[src/rtl/buf_alloc_pkg.sv]
// Shared constants, slot address type and the lowest-free-slot encoder
// for the multi-channel buffer allocator.
package buf_alloc_pkg;

    localparam int unsigned NBUF_DEF  = 16;
    localparam int unsigned NCH_DEF   = 4;
    localparam int unsigned AFULL_DEF = 2;
    localparam int unsigned AW_DEF    = $clog2(NBUF_DEF);
    localparam int unsigned CW_DEF    = AW_DEF + 1;

    // Largest pool the encoder below can search; callers pad unused bits with 1s.
    localparam int unsigned MAX_NBUF = 256;
    localparam int unsigned MAX_AW   = $clog2(MAX_NBUF);

    typedef logic [AW_DEF-1:0] slot_addr_t;
    typedef logic [CW_DEF-1:0] slot_count_t;

    // Lowest index holding a 0; returns 0 when every bit is set.
    function automatic logic [MAX_AW-1:0] first_zero(input logic [MAX_NBUF-1:0] busy);
        logic [MAX_AW-1:0] idx;
        idx = '0;
        for (int unsigned i = MAX_NBUF; i > 0; i--) begin
            if (!busy[i-1]) idx = MAX_AW'(i - 1);
        end
        return idx;
    endfunction

endpackage

[src/rtl/buf_alloc_rr_arb.sv]
// Round-robin arbiter: picks the first requester at or above rr_ptr (mod NCH)
// and moves the pointer past the winner whenever a grant is taken.
module buf_alloc_rr_arb #(
    parameter int unsigned NCH = 4,
    parameter int unsigned WW  = (NCH > 1) ? $clog2(NCH) : 1
) (
    input  logic           clock,
    input  logic           reset_n,
    input  logic [NCH-1:0] req,
    input  logic           enable,
    input  logic           advance,
    output logic [NCH-1:0] gnt,
    output logic [WW-1:0]  win
);

    logic [WW-1:0] rr_ptr;
    logic          found;
    int unsigned   idx;

    always_comb begin
        win   = '0;
        found = 1'b0;
        idx   = 0;
        for (int unsigned k = 0; k < NCH; k++) begin
            idx = (32'(rr_ptr) + k) % NCH;
            if (!found && req[idx]) begin
                found = 1'b1;
                win   = WW'(idx);
            end
        end
        gnt = '0;
        if (enable && found) gnt[win] = 1'b1;
    end

    always_ff @(posedge clock or negedge reset_n) begin
        if (!reset_n) begin
            rr_ptr <= '0;
        end else if (advance) begin
            rr_ptr <= (win == WW'(NCH - 1)) ? '0 : win + WW'(1);
        end
    end

endmodule

[src/rtl/buf_alloc_mc.sv]
// Multi-channel buffer-slot allocator: registered requests, one round-robin
// grant per cycle to the lowest free slot, one free per cycle, sticky double-free flag.
module buf_alloc_mc
    import buf_alloc_pkg::*;
#(
    parameter int unsigned NBUF  = NBUF_DEF,
    parameter int unsigned NCH   = NCH_DEF,
    parameter int unsigned AW    = $clog2(NBUF),
    parameter int unsigned AFULL = AFULL_DEF
) (
    input  logic           clock,
    input  logic           reset_n,
    input  logic [NCH-1:0] alloc_req,
    input  logic           free_vld,
    input  logic [AW-1:0]  free_addr,
    output logic [NCH-1:0] alloc_gnt,
    output logic [NCH-1:0] alloc_nack,
    output logic [AW-1:0]  alloc_addr,
    output logic [AW:0]    count,
    output logic           full,
    output logic           almost_full,
    output logic           empty,
    output logic           free_err
);

    localparam int unsigned CW = AW + 1;
    localparam int unsigned WW = (NCH > 1) ? $clog2(NCH) : 1;

    logic [NCH-1:0]      req_q;
    logic                fvld_q;
    logic [AW-1:0]       faddr_q;
    logic [NBUF-1:0]     busy;
    logic [NBUF-1:0]     busy_next;
    logic [MAX_NBUF-1:0] busy_ext;
    logic                gnt_any;
    logic                valid_free;
    logic [WW-1:0]       win;

    buf_alloc_rr_arb #(
        .NCH (NCH),
        .WW  (WW)
    ) u_arb (
        .clock   (clock),
        .reset_n (reset_n),
        .req     (req_q),
        .enable  (~full),
        .advance (gnt_any),
        .gnt     (alloc_gnt),
        .win     (win)
    );

    assign gnt_any     = |alloc_gnt;
    assign full        = (count == CW'(NBUF));
    assign empty       = (count == '0);
    assign almost_full = ((32'(NBUF) - 32'(count)) <= AFULL);
    assign alloc_nack  = full ? req_q : '0;
    assign valid_free  = fvld_q && (32'(faddr_q) < NBUF) && busy[faddr_q];

    // Slots beyond NBUF read as busy so the encoder never offers them.
    always_comb begin
        busy_ext             = '1;
        busy_ext[NBUF-1:0]   = busy;
        alloc_addr           = AW'(first_zero(busy_ext));
    end

    // alloc_addr is taken from pre-update busy, so set and clear never hit the same slot.
    always_comb begin
        busy_next = busy;
        if (valid_free) busy_next[faddr_q] = 1'b0;
        if (gnt_any)    busy_next[alloc_addr] = 1'b1;
    end

    always_ff @(posedge clock or negedge reset_n) begin
        if (!reset_n) begin
            req_q    <= '0;
            fvld_q   <= 1'b0;
            faddr_q  <= '0;
            busy     <= '0;
            count    <= '0;
            free_err <= 1'b0;
        end else begin
            req_q   <= alloc_req;
            fvld_q  <= free_vld;
            faddr_q <= free_addr;
            busy    <= busy_next;
            count   <= count + CW'(gnt_any) - CW'(valid_free);
            if (fvld_q && !valid_free) free_err <= 1'b1;
        end
    end

    a_count: assert property (@(posedge clock) disable iff (!reset_n)
        (32'(count) == $countones(busy)) && (32'(count) <= NBUF));
    a_onehot: assert property (@(posedge clock) disable iff (!reset_n)
        $onehot0(alloc_gnt));
    a_win: assert property (@(posedge clock) disable iff (!reset_n)
        !gnt_any || alloc_gnt[win]);
    a_gnt_nack: assert property (@(posedge clock) disable iff (!reset_n)
        (alloc_gnt & alloc_nack) == '0);
    a_sticky: assert property (@(posedge clock) disable iff (!reset_n)
        free_err |=> free_err);

endmodule
[config.mk]
export PLATFORM = sky130hd
export DESIGN_NAME = buf_alloc_mc
export DESIGN_NICKNAME = d
export VERILOG_FILES = /design/src/rtl/buf_alloc_pkg.sv /design/src/rtl/buf_alloc_rr_arb.sv /design/src/rtl/buf_alloc_mc.sv
export SDC_FILE = /design/constraint.sdc
export NUM_CORES = 1
export LEC_CHECK = 0
export CAP_MARGIN = 20
export CORE_MARGIN = 3
export CORE_UTILIZATION = 40
export CTS_BUF_LIST = sky130_fd_sc_hd__clkbuf_16
export CTS_CLUSTER_DIAMETER = 100
export DETAILED_ROUTE_END_ITERATION = 12
export HOLD_SLACK_MARGIN = 0.12
export MAX_ROUTING_LAYER = met4
export SKIP_CTS_REPAIR_TIMING = 1
export SLEW_MARGIN = 15
export SYNTH_ARGS = -nofsm -noshare
export SYNTH_HDL_FRONTEND = slang
export SYNTH_SLANG_ARGS = --single-unit
[constraint.sdc]
create_clock -name clock -period 8.1 [get_ports clock]
set_input_delay 2.43 -clock clock [delete_from_list [all_inputs] [get_ports clock]]
set_output_delay 2.43 -clock clock [all_outputs]
set_load 0.1 [all_outputs]
==> results of run 1 <==
-- sequential cells by signal, indices dropped and copies added (netlist names) --
register / count
u_arb.rr_ptr: 2
fvld_q: 1
busy: 16
count: 5
free_err: 1
faddr_q: 4
req_q: 4
-- placed cells by master, fill, tap and decap left out, types with 5 or more instances in the layout --
master	instances
nand2_1	17
o31ai_1	8
o21ai_0	18
dfrtp_1	33
nor2_1	12
clkbuf_16	5
clkdlybuf4s50_1	31
ha_1	16
nand2b_1	6
inv_1	20
a21oi_1	8
and2_1	11
-- path summary, 6_finish.rpt --
kind                            startpoint         endpoint  slack [ns]  cells after the start
max in group asynchronous          reset_n  u_arb.rr_ptr[1]        5.24                      2
min in group asynchronous          reset_n       faddr_q[0]        2.56                      2
hold reg to reg                   free_err         free_err        0.48                      1
setup reg to reg           u_arb.rr_ptr[1]         count[4]        4.71                     17
hold / removal                    free_err         free_err        0.48                      1
setup / recovery           u_arb.rr_ptr[1]     alloc_gnt[3]        2.74                      7
-- cell type report --
| cell class | instances | area, um^2 | area share [%] |
|---|---|---|---|
| Sequential cell | 33 | 826 | 32.4 |
| Clock buffer | 5 | 125 | 4.91 |
| Inverter | 19 | 71.3 | 2.80 |
| Timing Repair Buffer | 32 | 318 | 12.5 |
| Multi-Input combinational cell | 150 | 1080 | 42.6 |
| Clock inverter | 3 | 37.5 | 1.47 |
| Tap cell | 67 | 83.8 | 3.29 |
-- cells by family after synthesis --
logic type / count (synthesis)
xor gates and xnor gates: 4
buffers and inverters: 23
AOI/OAI and AO/OA: 56
muxes: 7
DFF: 33
and+or+nand+nor: 66
adders and majority gates: 17
-- metal layers --
| layer | vias to the layer above | track usage, % |
|---|---|---|
| li1 | 802 | - |
| met1 | 752 | 20.7 |
| met4 | 0 | 6.52 |
| met3 | 6 | 3.76 |
| met2 | 59 | 26.5 |
| met5 | - | - |
-- stage by stage --
step | utilization (%) | std cells | hold slack (ns) | area [um^2]
6_report | 53.2 | 309 | 0.484 | 2550
5_1_grt | 53.2 | 309 | 0.504 | 2550
4_1_cts | 53.2 | 309 | 0.492 | 2550
3_5_place_dp | 49.8 | 301 | 0.480 | 2380
3_3_place_gp | 49.8 | 301 | 0.473 | 2380
2_1_floorplan | - | 206 | 0.481 | 2010
==> results.sh, run 1 <==
export IMPL_drtIter0Drc=87
export IMPL_grt_first_pass_wirelength_um=7560
export IMPL_relSlewSlack_pct=35.0
export IMPL_drt_pass1_iterations=4
export IMPL_slowest_stage="clkdlybuf4s50_1"
export IMPL_wl_met1_um=2060
export IMPL_drive_above_1_share_pct=8.68
export IMPL_clock_sinks=33
export IMPL_dp_hpwl_um=3270
export IMPL_setup_viol_count_final=0
export IMPL_synth_xor_area_share_pct=1.74
export IMPL_critPathBufInv=2
export IMPL_grt_setup_unrepaired="no"
export IMPL_grt_overflow=0
export IMPL_cts_htree_levels=2
export IMPL_ctsRootBufferMaster="clkbuf_16"
export IMPL_fin_skew_ns=0.00448
export IMPL_cp_max_fo=6
export IMPL_clk_pin_slew_ns=0.05
export IMPL_antenna_found_initial=0
export IMPL_yosysTopAreaCellShare_pct=41.1
export IMPL_wl_met2_um=2100
export IMPL_critPathKind="reg2out"
export IMPL_ys_top_cells_by_count="dfrtp_1 (33), inv_1 (19), o21ai_0 (18)"
export IMPL_fin_nets=269
export IMPL_min_path_type="reg2reg"
export IMPL_synth_mux_area_share_pct=6.11
export IMPL_maxUsedRoutingLayer="met4"
export IMPL_hold_violations=0
export IMPL_num_antenna_cells=0
export IMPL_arrival_ns=2.93
export IMPL_yosysTopAreaCell="dfrtp_1"
export IMPL_grt_pass1_vias=1555
export IMPL_synth_compound_area_share_pct=17.4
export IMPL_rows=25
export IMPL_clk_path_buf_depth=2
export IMPL_vias=1619
export IMPL_avgSynthCellArea_um2=9.75
export IMPL_synth_most_common_cell="dfrtp_1"
export IMPL_initial_core_util_pct=42.0
export IMPL_crit_family="buffers and inverters"
export IMPL_cts_tree="built"
export IMPL_track_usage_pct=16.7
export IMPL_ys_flop_type="dfrtp_1"
export IMPL_die_area_um2=5910
export IMPL_synthAdderAreaFrac_pct=11.0
export IMPL_synth_distinct_cells=42
export IMPL_required_ns=5.67
export IMPL_finalCritPeriodShare_pct=66.2
export IMPL_max_freq_mhz=187
export IMPL_vias_per_cell=5.24
export IMPL_synth_cells=206
export IMPL_die_w_um=76.9
export IMPL_syn_area_um2=2010
export IMPL_worstSetupStartpointType="register"
export IMPL_routed_wl_um=4490
export IMPL_status="finished, final reports clean"
export IMPL_area_growth_pct=26.8
export IMPL_io_buffers=31
export IMPL_critPathCaptureType="output pin"
export IMPL_synthSimpleGateAreaFrac_pct=17.8
export IMPL_yosys_top_cells_area="dfrtp_1 (41%), ha_1 (10%), o21ai_0 (4.5%)"
export IMPL_met3_length_um=273
export IMPL_synth_edf_count=0
export IMPL_ys_warn_count=0
export IMPL_synth_top_family_by_area="simple AND/OR/NAND/NOR gates"
export IMPL_ys_seq_area_share_pct=41.1
export IMPL_drv_cap=0
export IMPL_setup_ws_ns=2.74
export IMPL_ant_nets=0
export IMPL_synth_seq_cells=33
export IMPL_worstSkewPairLatency_ns=0.27
export IMPL_grt_max_degree=34
export IMPL_slowest_delay_ns=1.12
export IMPL_async_flop_share_pct=100
export IMPL_cp_cell_sequence="mux2_2 > a21oi_1 > o21ai_0 > inv_1 > ha_1 > and2_1 > clkdlybuf4s50_1"
export IMPL_tns_ns=0
export IMPL_period_minus_slack_ns=5.36
export IMPL_n_fill_cell=445
export IMPL_syn_num_nets=234
export IMPL_drc=0
export IMPL_numCtsBuffers=5
export IMPL_post_drt_wl_per_cell_um=14.5
export IMPL_worst_slew_pin_slew_ns=0.972
export IMPL_die_h_um=76.9
export IMPL_io_pins=32
export IMPL_core_um2=4790
export IMPL_drv_slew=0
export IMPL_place_gp_congestion=0.847
export IMPL_dp_slack_ns=3.03
Power of run 1 is left out: the tool's default activity adds up to more than one toggle a clock period on the data nets, which glitch-free logic cannot reach.
==> inputs of run 2 (changes only) <==
Clock period 8.1 ns to 5.29 ns, I/O delays scaled along.
==> results.sh, run 2 (synthesized netlist as in run 1, its figures left out) <==
export IMPL_max_freq_mhz=231
export IMPL_largestRegisters="busy: 16 flops, count: 5 flops"
export IMPL_min_path_type="reg2reg"
export IMPL_n_fill_cell=448
export IMPL_cp_cell_sequence="nand4_1 > or2_2 > o22ai_1 > clkdlybuf4s50_1"
export IMPL_status="finished, final reports clean"
export IMPL_critPathCaptureType="output pin"
export IMPL_vias=1607
export IMPL_fin_util_pct=53.0
export IMPL_hold_violations=0
export IMPL_cts_htree_levels=2
export IMPL_worstSkewPairLatency_ns=0.27
export IMPL_initial_core_util_pct=42.0
export IMPL_rr_startpoint="u_arb.rr_ptr[1]"
export IMPL_hold_path_depth=1
export IMPL_worst_slew_pin_slew_ns=0.966
export IMPL_dp_hpwl_um=3330
export IMPL_vias_per_cell=5.22
export IMPL_die_h_um=76.9
export IMPL_worstHoldStart="free_err"
export IMPL_rows=25
export IMPL_drv_cap=0
export IMPL_grt_overflow=0
export IMPL_area_growth_pct=26.3
export IMPL_grt_pass1_vias=1567
export IMPL_critPathKind="reg2out"
export IMPL_numCtsBuffers=5
export IMPL_post_drt_wl_per_cell_um=14.6
export IMPL_layout_common_cells="dfrtp_1 (33), clkdlybuf4s50_1 (26), inv_1 (19)"
export IMPL_slowest_stage="clkdlybuf4s50_1"
export IMPL_ff2ff_path_depth=19
export IMPL_cts_tree="built"
export IMPL_antenna_found_initial=0
export IMPL_slowest_delay_ns=1.20
export IMPL_clk_path_buf_depth=2
export IMPL_required_ns=3.70
export IMPL_drt_pass1_iterations=4
export IMPL_relSlewSlack_pct=35.4
export IMPL_finalCritPeriodShare_pct=81.8
export IMPL_place_gp_congestion=0.854
export IMPL_core_um2=4790
export IMPL_num_antenna_cells=0
export IMPL_setup_viol_count_final=0
export IMPL_final_common_cell="dfrtp_1"
export IMPL_worstSetupStartpointType="register"
export IMPL_io_buffers=31
export IMPL_die_w_um=76.9
export IMPL_clk_pin_slew_ns=0.05
export IMPL_drv_slew=0
export IMPL_hold_ws_ns=0.485
export IMPL_drive_above_1_share_pct=11.6
export IMPL_arrival_ns=2.74
export IMPL_grt_setup_unrepaired="no"
export IMPL_drc=0
export IMPL_routed_wl_um=4490
export IMPL_drtIter0Drc=96
export IMPL_fin_skew_ns=0.00590
export IMPL_track_usage_pct=17.0
export IMPL_io_pins=32
export IMPL_crit_family="buffers and inverters"
export IMPL_ant_nets=0
export IMPL_crit_cells=4
export IMPL_fin_nets=269
export IMPL_grt_first_pass_wirelength_um=7600
export IMPL_tns_ns=0
export IMPL_die_area_um2=5910
export IMPL_grt_max_degree=34
export IMPL_cp_startpoint="busy[5]"
export IMPL_ctsRootBufferMaster="clkbuf_16"
export IMPL_period_minus_slack_ns=4.33
export IMPL_cp_max_fo=8
export IMPL_largest_reg_flops=16
export IMPL_top_register="busy"
export IMPL_critPathBufInv=1
export IMPL_clock_sinks=33
run 2: cell count changes in the layout (fill, tap and decap cells not counted), sizes merged:
cell           previous run  this run
buf                       1         6
clkdlybuf4s50            31        26
inv                      20        19
run 2: layout make-up:
class	count	area, um^2	share of cell area [%]
Multi-Input combinational cell	150	1090	43.0
Sequential cell	33	826	32.6
Timing Repair Buffer	32	305	12.0
Clock buffer	5	125	4.93
Tap cell	67	83.8	3.31
Inverter	19	71.3	2.81
Clock inverter	2	35.0	1.38
run 2: metal layers:
metal	track usage (%)	vias to the layer above	wire length (um)
li1	-	799	-
met1	20.6	755	1990
met2	26.8	43	2170
met3	4.11	10	210
met4	7.61	0	125
met5	-	-	0
run 2: through the flow:
stage	setup slack, ns	std cells	cell area (um^2)
final	0.963	308	2540
after global routing	0.818	308	2540
after CTS	0.943	308	2540
after detailed placement	1.25	301	2380
after global placement	1.29	301	2380
after floorplan	0.487	206	2010
run 2: final timing paths:
| check | endpoint | slack (ns) |
|---|---|---|
| max reg2reg | count[4] | 1.88 |
| min reg2reg | free_err | 0.48 |
| max | alloc_addr[1] | 0.96 |
| min | free_err | 0.48 |
| min in group asynchronous | busy[8] | 1.71 |
| max in group asynchronous | busy[9] | 3.28 |
Power of run 2 is left out for the same reason.
